## config.mk

```make
export PLATFORM = sky130hd
export DESIGN_NAME = uart_rx_flat
export DESIGN_NICKNAME = d
export VERILOG_FILES = /design/src/rtl/uart_pkg.sv /design/src/rtl/uart_rx_if.sv /design/src/rtl/uart_rx_sync.sv /design/src/rtl/uart_rx.sv /design/src/flat_wrapper.sv
export SDC_FILE = /design/constraint.sdc
export NUM_CORES = 1
export LEC_CHECK = 0
export CAP_MARGIN = 25
export CORE_ASPECT_RATIO = 1.5
export CORE_MARGIN = 5
export CORE_UTILIZATION = 54
export CTS_CLUSTER_SIZE = 14
export DETAILED_ROUTE_END_ITERATION = 16
export HOLD_SLACK_MARGIN = 0.15
export PLACE_DENSITY = 0.89
export SYNTH_ARGS = -nofsm -noshare
export SYNTH_HDL_FRONTEND = slang
export SYNTH_SLANG_ARGS = --single-unit
```

## constraint.sdc

```tcl
create_clock -name i_clk -period 1.83 [get_ports i_clk]
set_input_delay 0.366 -clock i_clk [delete_from_list [all_inputs] [get_ports i_clk]]
set_output_delay 0.366 -clock i_clk [all_outputs]
set_load 0.01 [all_outputs]
```

## src/rtl/uart_pkg.sv

```systemverilog
// uart_pkg: shared types and line-level constants for the UART transmitter and receiver.
// Latency: n/a (declarations only).
// Backpressure: n/a.
package uart_pkg;

  // Encoding is shared with the transmitter so state dumps read the same on both sides.
  typedef enum logic [2:0] {
    IDLE      = 3'd0,
    START     = 3'd1,
    DATA_BITS = 3'd2,
    STOP      = 3'd3,
    CLEANUP   = 3'd4
  } uart_state_t;

  localparam logic LINE_IDLE  = 1'b1;
  localparam logic LINE_START = 1'b0;

  // True for the states in which a frame is on the wire.
  function automatic logic is_frame_state(input uart_state_t s);
    return (s == START) || (s == DATA_BITS) || (s == STOP);
  endfunction

endpackage

```

## src/rtl/uart_rx_if.sv

```systemverilog
// uart_rx_if: serial line, enable and received-word signals of the UART receiver.
// Latency: n/a (wiring only).
// Backpressure: none; received words are strobed once and never held off.
// Ports: i_Rx_serial / i_enable drive the receiver; o_Rx_b, o_Rx_DV, o_frame_err,
//        o_Rx_active are the receiver's results.
interface uart_rx_if #(
  parameter int m = 8
);
  import uart_pkg::*;

  logic         i_Rx_serial;
  logic         i_enable;
  logic [m-1:0] o_Rx_b;
  logic         o_Rx_DV;
  logic         o_frame_err;
  logic         o_Rx_active;

  // master: the side that owns the line and consumes the received words
  modport master (
    output i_Rx_serial, i_enable,
    input  o_Rx_b, o_Rx_DV, o_frame_err, o_Rx_active
  );

  // slave: the receiver itself
  modport slave (
    input  i_Rx_serial, i_enable,
    output o_Rx_b, o_Rx_DV, o_frame_err, o_Rx_active
  );

endinterface

```

## src/rtl/uart_rx_sync.sv

```systemverilog
// uart_rx_sync: two-flop synchroniser for the asynchronous serial line.
// Latency: 2 cycles from i_d to o_q.
// Backpressure: none.
// Ports: i_clk, i_rst_n (sync, active-low), i_d raw line, o_q synchronised line.
module uart_rx_sync
  import uart_pkg::*;
(
  input  logic i_clk,
  input  logic i_rst_n,
  input  logic i_d,
  output logic o_q
);

  logic r_meta;
  logic r_sync;

  // Reset to the idle level so a reset never looks like a start bit.
  always_ff @(posedge i_clk) begin
    if (!i_rst_n) begin
      r_meta <= LINE_IDLE;
      r_sync <= LINE_IDLE;
    end else begin
      r_meta <= i_d;
      r_sync <= r_meta;
    end
  end

  assign o_q = r_sync;

endmodule

```

## src/rtl/uart_rx.sv

```systemverilog
// uart_rx: 8N1 serial receiver, mid-bit sampling, one-cycle valid / frame-error strobes.
// Latency: word strobed 3+HALF+(m+1)*CLKS_PER_BIT edges after the start bit is first sampled.
// Backpressure: none; the consumer must take o_Rx_b on the o_Rx_DV cycle (it holds until the next word).
// Ports: i_clk, i_rst_n (sync, active-low), rx_if (slave modport: line, enable, results).
module uart_rx
  import uart_pkg::*;
#(
  parameter int CLKS_PER_BIT = 4,
  parameter int m            = 8
) (
  input  logic       i_clk,
  input  logic       i_rst_n,
  uart_rx_if.slave   rx_if
);

  localparam int CNT_W = $clog2(CLKS_PER_BIT) + 1;
  localparam int IDX_W = $clog2(m);
  localparam int HALF  = CLKS_PER_BIT / 2 - 1;

  localparam logic [CNT_W-1:0] HALF_C   = CNT_W'(HALF);
  localparam logic [CNT_W-1:0] LAST_C   = CNT_W'(CLKS_PER_BIT - 1);
  localparam logic [IDX_W-1:0] LAST_IDX = IDX_W'(m - 1);

  logic w_rx_s;

  uart_state_t      r_state;
  logic [CNT_W-1:0] r_cnt;
  logic [IDX_W-1:0] r_idx;
  logic [m-1:0]     r_shift;
  logic [m-1:0]     r_data;
  logic             r_dv;
  logic             r_err;
  logic             r_active;

  uart_state_t      w_next_state;
  logic [CNT_W-1:0] w_cnt_next;
  logic [IDX_W-1:0] w_idx_next;
  logic [m-1:0]     w_shift_next;
  logic [m-1:0]     w_data_next;
  logic             w_dv_next;
  logic             w_err_next;
  logic             w_active_next;

  uart_rx_sync u_sync (
    .i_clk   (i_clk),
    .i_rst_n (i_rst_n),
    .i_d     (rx_if.i_Rx_serial),
    .o_q     (w_rx_s)
  );

  always_ff @(posedge i_clk) begin
    if (!i_rst_n) begin
      r_state  <= IDLE;
      r_cnt    <= '0;
      r_idx    <= '0;
      r_shift  <= '0;
      r_data   <= '0;
      r_dv     <= 1'b0;
      r_err    <= 1'b0;
      r_active <= 1'b0;
    end else begin
      r_state  <= w_next_state;
      r_cnt    <= w_cnt_next;
      r_idx    <= w_idx_next;
      r_shift  <= w_shift_next;
      r_data   <= w_data_next;
      r_dv     <= w_dv_next;
      r_err    <= w_err_next;
      r_active <= w_active_next;
    end
  end

  always_comb begin
    w_next_state = r_state;
    w_cnt_next   = r_cnt;
    w_idx_next   = r_idx;
    w_shift_next = r_shift;
    w_data_next  = r_data;
    w_dv_next    = 1'b0;
    w_err_next   = 1'b0;

    case (r_state)
      IDLE: begin
        w_cnt_next = '0;
        w_idx_next = '0;
        if (rx_if.i_enable && (w_rx_s == LINE_START)) begin
          w_next_state = START;
        end
      end

      START: begin
        if (r_cnt == HALF_C) begin
          // Mid start bit: a line already back high was only a glitch.
          if (w_rx_s == LINE_START) begin
            w_next_state = DATA_BITS;
            w_cnt_next   = '0;
          end else begin
            w_next_state = IDLE;
          end
        end else begin
          w_cnt_next = r_cnt + 1'b1;
        end
      end

      DATA_BITS: begin
        if (r_cnt == LAST_C) begin
          w_cnt_next          = '0;
          w_shift_next[r_idx] = w_rx_s;
          // Index holds at the last bit rather than wrapping.
          if (r_idx == LAST_IDX) begin
            w_next_state = STOP;
          end else begin
            w_idx_next = r_idx + 1'b1;
          end
        end else begin
          w_cnt_next = r_cnt + 1'b1;
        end
      end

      STOP: begin
        if (r_cnt == LAST_C) begin
          w_cnt_next   = '0;
          w_next_state = CLEANUP;
          if (w_rx_s == LINE_IDLE) begin
            w_data_next = r_shift;
            w_dv_next   = 1'b1;
          end else begin
            w_err_next  = 1'b1;
          end
        end else begin
          w_cnt_next = r_cnt + 1'b1;
        end
      end

      CLEANUP: begin
        // Wait out a break (line held low) before hunting for a new start bit.
        if (w_rx_s == LINE_IDLE) begin
          w_next_state = IDLE;
        end
      end

      default: begin
        w_next_state = IDLE;
      end
    endcase

    // Disable aborts a frame silently: no strobe, last good word kept.
    if (!rx_if.i_enable && is_frame_state(r_state)) begin
      w_next_state = IDLE;
      w_data_next  = r_data;
      w_dv_next    = 1'b0;
      w_err_next   = 1'b0;
    end

    // Registered one edge after START is entered; drops on the strobe edge or an abort.
    w_active_next = is_frame_state(r_state) && is_frame_state(w_next_state);
  end

  assign rx_if.o_Rx_b      = r_data;
  assign rx_if.o_Rx_DV     = r_dv;
  assign rx_if.o_frame_err = r_err;
  assign rx_if.o_Rx_active = r_active;

endmodule

```

## src/flat_wrapper.sv

```systemverilog
// flat-port wrapper written by rule: the top's interface ports become plain ports
module uart_rx_flat import uart_pkg::*;
#(
  parameter int CLKS_PER_BIT = 4,
  parameter int m            = 8
)
  (i_clk, i_rst_n, rx_if_i_Rx_serial, rx_if_i_enable, rx_if_o_Rx_b, rx_if_o_Rx_DV, rx_if_o_frame_err, rx_if_o_Rx_active);
  uart_rx_if #(.m(m)) rx_if_i ();
  input  logic i_clk;
  input  logic i_rst_n;
  input wire logic [$bits(rx_if_i.i_Rx_serial)-1:0] rx_if_i_Rx_serial;
  input wire logic [$bits(rx_if_i.i_enable)-1:0] rx_if_i_enable;
  output wire logic [$bits(rx_if_i.o_Rx_b)-1:0] rx_if_o_Rx_b;
  output wire logic [$bits(rx_if_i.o_Rx_DV)-1:0] rx_if_o_Rx_DV;
  output wire logic [$bits(rx_if_i.o_frame_err)-1:0] rx_if_o_frame_err;
  output wire logic [$bits(rx_if_i.o_Rx_active)-1:0] rx_if_o_Rx_active;
  assign rx_if_i.i_Rx_serial = rx_if_i_Rx_serial;
  assign rx_if_i.i_enable = rx_if_i_enable;
  assign rx_if_o_Rx_b = rx_if_i.o_Rx_b;
  assign rx_if_o_Rx_DV = rx_if_i.o_Rx_DV;
  assign rx_if_o_frame_err = rx_if_i.o_frame_err;
  assign rx_if_o_Rx_active = rx_if_i.o_Rx_active;
  uart_rx #(.CLKS_PER_BIT(CLKS_PER_BIT), .m(m)) u_core (.i_clk(i_clk), .i_rst_n(i_rst_n), .rx_if(rx_if_i));
endmodule
```

==> results.sh, run 1 <==
export IMPL_synthSimpleGateAreaFrac_pct=25.2
export IMPL_synth_nets=155
export IMPL_tightest_slew_ps=423
export IMPL_track_usage_pct=15.3
export IMPL_post_drt_via_cell_ratio=5.62
export IMPL_coreArea_um2=2420
export IMPL_rows=22
export IMPL_required_ps=2090
export IMPL_cts_tree="yes"
export IMPL_p_leak_nw=0.682
export IMPL_placed_area_um2=1520
export IMPL_met1_usage_pct=16.1
export IMPL_synth_xor_area_share_pct=0
export IMPL_combPwrFrac_pct=3.1
export IMPL_port_buffers=14
export IMPL_ys_seq_elements=30
export IMPL_setup_viol=0
export IMPL_rsz0062_at_grt="true"
export IMPL_synth_top_area_cell="dfxtp_1"
export IMPL_swShare_pct=21.9
export IMPL_drt_first_pass_iters=4
export IMPL_cp_top_family="simple AND/OR/NAND/NOR gates"
export IMPL_drc=0
export IMPL_arrival_ps=1960
export IMPL_vdd_ir_drop_max_uv=541
export IMPL_avgSynthCellArea_um2=9.44
export IMPL_p_seq_share_pct=60.0
export IMPL_clock_latency_ps=320
export IMPL_p_sw_w=0.000241
export IMPL_synth_top_family_by_area="simple AND/OR/NAND/NOR gates"
export IMPL_netlist_area_leader_share_pct=44.2
export IMPL_die_area_um2=3640
export IMPL_post_dp_hpwl_um=1820
export IMPL_vias=1046
export IMPL_critPathMaxStageDelay_ps=400
export IMPL_synth_seq_area_share_pct=44.2
export IMPL_antenna_found_initial=0
export IMPL_period_share_pct=92.8
export IMPL_finalCriticalPeriod_ps=1700
export IMPL_layout_commonest_cell="dfxtp_1"
export IMPL_diodes=0
export IMPL_cp_start_kind="flop"
export IMPL_ios=15
export IMPL_root_buffer="clkbuf_4"
export IMPL_multiInputGateArea_um2=719
export IMPL_place_congestion=0.782
export IMPL_synth_compound_area_share_pct=9.66
export IMPL_worstPathCellList="ha_1 -> ha_2 -> and4bb_2 -> nand2_1 -> nor3b_2 -> mux2i_1"
export IMPL_drv_slew=0
export IMPL_synth_cell_types=32
export IMPL_drive_above_1_share_pct=9.88
export IMPL_grt_max_degree=16
export IMPL_skew_ps=6.68
export IMPL_grt_busiest_layer="met2"
export IMPL_grt_pass1_wl_um=4280
export IMPL_cts_buffers=5
export IMPL_hold_class="flop to flop"
export IMPL_final_area_um2=1580
export IMPL_clockBufferDepth=2
export IMPL_start_util_pct=56.1
export IMPL_grt_pass1_vias=1044
export IMPL_area_growth_pct=16.5
export IMPL_synthAdderAreaFrac_pct=6.44
export IMPL_cts_setup_buffers=0
export IMPL_hold_violations=0
export IMPL_synth_area_top_cells="dfxtp_1, mux2i_1, nand2_1"
export IMPL_clockPowerShare_pct=36.9
export IMPL_cp_num_buf_inv=0
export IMPL_synth_area_um2=1360
export IMPL_cap_violations=0
export IMPL_wire_per_inst_um=13.3
export IMPL_critPathKind="flop to flop"
export IMPL_dr_first_iter_drc_count=15
export IMPL_seqCellArea_um2=601
export IMPL_use_met3_pct=5.20
export IMPL_dieHeight_um=71.5
export IMPL_layout_setup_ws_ps=131
export IMPL_die_width_um=51.0
export IMPL_power_density_nw_per_um2=693
export IMPL_num_fill_cells=200
export IMPL_cp_slowest_cell="dfxtp_1"
export IMPL_grt_use_met2_pct=26.1
export IMPL_fmax_mhz=589
export IMPL_postCtsHoldBufs=0
export IMPL_path_clk_slew_ps=90
export IMPL_ys_async_sr_fraction_pct=0
export IMPL_syn_inst=144
export IMPL_synth_ff_type="dfxtp_1"
export IMPL_clock_sinks=30
export IMPL_relSlewSlack_pct=71.7
export IMPL_gr_total_overflow=0
export IMPL_routed_wl_um=2480
export IMPL_muxShareOfSynthArea_pct=11.0
export IMPL_layout_cells_non_filler=186
export IMPL_path_max_fanout=4
export IMPL_status="finished, final reports clean"
export IMPL_yosysWarnings=0
export IMPL_dp_cells=178
export IMPL_synth_edf_count=0
export IMPL_p_int_w=0.000857
export IMPL_ant_nets=0
export IMPL_cts_max_level=2
export IMPL_preCtsSetupSlack_ps=86.9
export IMPL_final_cell_mix="dfxtp_1, nand2_1, mux2i_1"
export IMPL_nNetsFinal=172
export IMPL_crit_path_end_kind="flop"
[cell type report]
type                       count  area share [%]
timing repair buffer          17            10.3
clock inverter                 1           0.316
sequential                    30            37.9
clock buffer                   7            3.48
inverter                       3           0.711
tap                           24            1.90
multi-input combinational    104            45.4
[state kept, by name, indices dropped and copies added (netlist names)]
register	cells
u_core.rx_if.o_Rx_DV	1
u_core.u_sync.o_q	1
u_core.r_idx	3
u_core.rx_if.o_Rx_active	1
u_core.r_state	3
u_core.rx_if.o_Rx_b	8
u_core.r_shift	8
u_core.rx_if.o_frame_err	1
u_core.r_cnt	3
u_core.u_sync.r_meta	1
[synthesized netlist by cell type, drive strengths merged, types with 4 or more instances]
library cell and count:
a21boi 5, dfxtp 30, ha 7, nand2b 6
o21ai 6, nand2 26, mux2i 15, nor2 4
clkbuf 4, nand3 7
[cell families (layout without fill, tap and decap cells)]
family,Yosys count,after routing
and+or+nand+nor,63,63
DFF,30,30
AOI/OAI and AO/OA,19,19
muxes,15,15
buffers and inverters,10,28
adders and majority gates,7,7
[worst register-to-register path: cells and delay by family (launching register included)]
| kind | cells | cell delay, ps |
|---|---|---|
| flip-flops | 1 | 400 |
| AND/OR/NAND/NOR | 3 | 590 |
| multiplexers | 1 | 190 |
| adder cells (fa/ha/maj) | 2 | 460 |
[power by group through the flow]
stage	clock network (W)	registers, W	logic (W)
2_1_floorplan	0	0.000672	0.0000222
3_3_place_gp	0	0.000674	0.0000341
3_5_place_dp	0	0.000674	0.0000346
4_1_cts	0.000412	0.000658	0.0000346
5_1_grt	0.000457	0.000660	0.0000377
6_report	0.000405	0.000659	0.0000345
[what timing repair did]
action	in CTS	in global routing
hold endpoints to repair	0	0
endpoints found under the setup margin	0	5
resized for setup	0	2
[final timing paths]
check                                          start           endpoint  slack [ps]  cells after the start
worst max-delay path                 u_core.r_cnt[0]  u_core.r_shift[5]         130                      6
worst max register to register       u_core.r_cnt[0]  u_core.r_shift[5]         130                      6
worst min-delay path            u_core.u_sync.r_meta  u_core.u_sync.o_q         410                      1
worst min register to register  u_core.u_sync.r_meta  u_core.u_sync.o_q         410                      1
[stage by stage]
stage | total power, W | TNS (ps) | util, % | hold slack (ps)
after floorplan | 0.000695 | 0 | - | 386
after global placement | 0.000708 | 0 | 62.6 | 396
after detailed placement | 0.000708 | 0 | 62.6 | 405
after CTS | 0.00111 | 0 | 65.1 | 422
after global routing | 0.00115 | -2.71 | 65.4 | 453
final | 0.00110 | 0 | 65.4 | 412
[routing by layer]
metal  up-vias  share of wire, %
met5         -                 0
met3         6               4.4
met4         0               2.4
li1        529                 -
met1       496                42
met2        15                51
Power figures use the tool's default switching activity.
==> run 2, diff against run 1 <==
- CAP_MARGIN: 25 -> 20
==> results of run 2 <==
The final DEF is identical to that of run 1; final timing and power are the same.
==> run 3, diff against run 2 <==
- REMOVE_ABC_BUFFERS: not set -> 1
==> run 3 against run 2 <==
Sequential cell count unchanged; first-iteration DRC count rose by 60%; die area did not move; clock power increased by 1%; global-route usage increased by 0.60 points; count of clock-buffer cells in the layout stayed put; worst hold slack improved by 3.5 ps; maximum frequency decreased by 0.43%; routed wire length increased by 0.65%; non-clock buffer count grew 2.
==> results.sh, run 3 (synthesis gave the netlist of run 1 again) <==
export IMPL_diodes=0
export IMPL_cts_max_level=2
export IMPL_status="finished, final reports clean"
export IMPL_port_buffers=14
export IMPL_antenna_found_initial=0
export IMPL_drt_first_pass_iters=4
export IMPL_final_cell_mix="dfxtp_1, nand2_1, mux2i_1"
export IMPL_cts_buffers=5
export IMPL_layout_setup_ws_ps=124
export IMPL_finalCriticalPeriod_ps=1710
export IMPL_layout_commonest_cell="dfxtp_1"
export IMPL_hold_class="flop to flop"
export IMPL_cap_violations=0
export IMPL_path_clk_slew_ps=90
export IMPL_setup_tns_ps=0
export IMPL_post_dp_hpwl_um=1880
export IMPL_start_util_pct=56.1
export IMPL_hold_violations=0
export IMPL_cp_start_kind="flop"
export IMPL_finalPower_w=0.00110
export IMPL_fin_hold_ws_ps=415
export IMPL_nNetsFinal=174
export IMPL_path_max_fanout=4
export IMPL_dieHeight_um=71.5
export IMPL_die_width_um=51.0
export IMPL_drive_above_1_share_pct=11.0
export IMPL_ant_nets=0
export IMPL_relSlewSlack_pct=73.8
export IMPL_postCtsResizedCells=0
export IMPL_clockBufferDepth=2
export IMPL_critPathKind="flop to flop"
export IMPL_vdd_ir_drop_max_uv=440
export IMPL_required_ps=2090
export IMPL_gr_total_overflow=0
export IMPL_preCtsSetupSlack_ps=120
export IMPL_dr_first_iter_drc_count=24
export IMPL_ios=15
export IMPL_drv_slew=0
export IMPL_crit_path_end_kind="flop"
export IMPL_place_congestion=0.780
export IMPL_drc=0
export IMPL_root_buffer="clkbuf_4"
export IMPL_period_share_pct=93.2
export IMPL_skew_ps=4.00
export IMPL_clock_sinks=30
export IMPL_rows=22
export IMPL_area_growth_pct=17.8
export IMPL_grt_max_degree=14
export IMPL_final_util_pct=66.1
export IMPL_grt_pass1_wl_um=4440
export IMPL_grt_pass1_vias=1070
export IMPL_min_from="u_core.u_sync.r_meta"
export IMPL_vias=1049
export IMPL_tightest_slew_ps=392
export IMPL_clock_latency_ps=330
export IMPL_cp_startpoint="u_core.r_cnt[0]"
export IMPL_routed_wl_um=2490
export IMPL_wire_per_inst_um=13.3
export IMPL_cts_tree="yes"
export IMPL_postCtsHoldBufs=0
export IMPL_fmax_mhz=586
export IMPL_coreArea_um2=2420
export IMPL_cts_setup_buffers=0
export IMPL_die_area_um2=3640
export IMPL_rsz0062_at_grt="false"
export IMPL_track_usage_pct=15.9
export IMPL_setup_viol=0
export IMPL_r2r_start="u_core.r_cnt[0]"
export IMPL_p_leak_nw=0.699
export IMPL_power_density_nw_per_um2=690
export IMPL_post_drt_via_cell_ratio=5.58
export IMPL_arrival_ps=1970
-- run 3: routing by layer --
metal / routed length, um / up-vias / global-route usage (%)
li1: - / 536 / -
met1: 976 / 489 / 16.2
met2: 1340 / 17 / 27.1
met3: 110 / 7 / 5.61
met4: 65 / 0 / 9.09
met5: 0 / - / 0
-- run 3: area by class of cell --
type / instances / area, um2
fill: 186 / 821
multi-input combinational: 104 / 722
sequential: 30 / 601
timing repair buffer: 19 / 178
clock buffer: 7 / 55.1
tap: 24 / 30.0
inverter: 3 / 11.3
clock inverter: 1 / 5.00
-- run 3: per-stage QoR --
step	cells	instance area, um2
after floorplan	137	1320
after global placement	180	1530
after detailed placement	180	1530
after CTS	188	1590
after global routing	188	1600
final	188	1600
-- run 3: worst paths after layout --
path | to | slack (ps) | depth (start not counted)
max | u_core.r_shift[5] | 120 | 6
min | u_core.u_sync.o_q | 420 | 1
max reg2reg | u_core.r_shift[5] | 120 | 6
min reg2reg | u_core.u_sync.o_q | 420 | 1
-- run 3: worst max-delay path, stage by stage, from the launching register on --
cell and delay, ps:
dfxtp_1 390, ha_1 220, ha_1 220, and4bb_2 290, nand2_1 110, nor3b_2 210, mux2i_1 190
-- run 3: power breakdown --
part | switching (W) | total, W | internal [W]
logic | 0.0000184 | 0.0000359 | 0.0000175
registers | 0.00000363 | 0.000659 | 0.000655
clock network | 0.000224 | 0.000410 | 0.000186
total | 0.000246 | 0.00110 | 0.000858
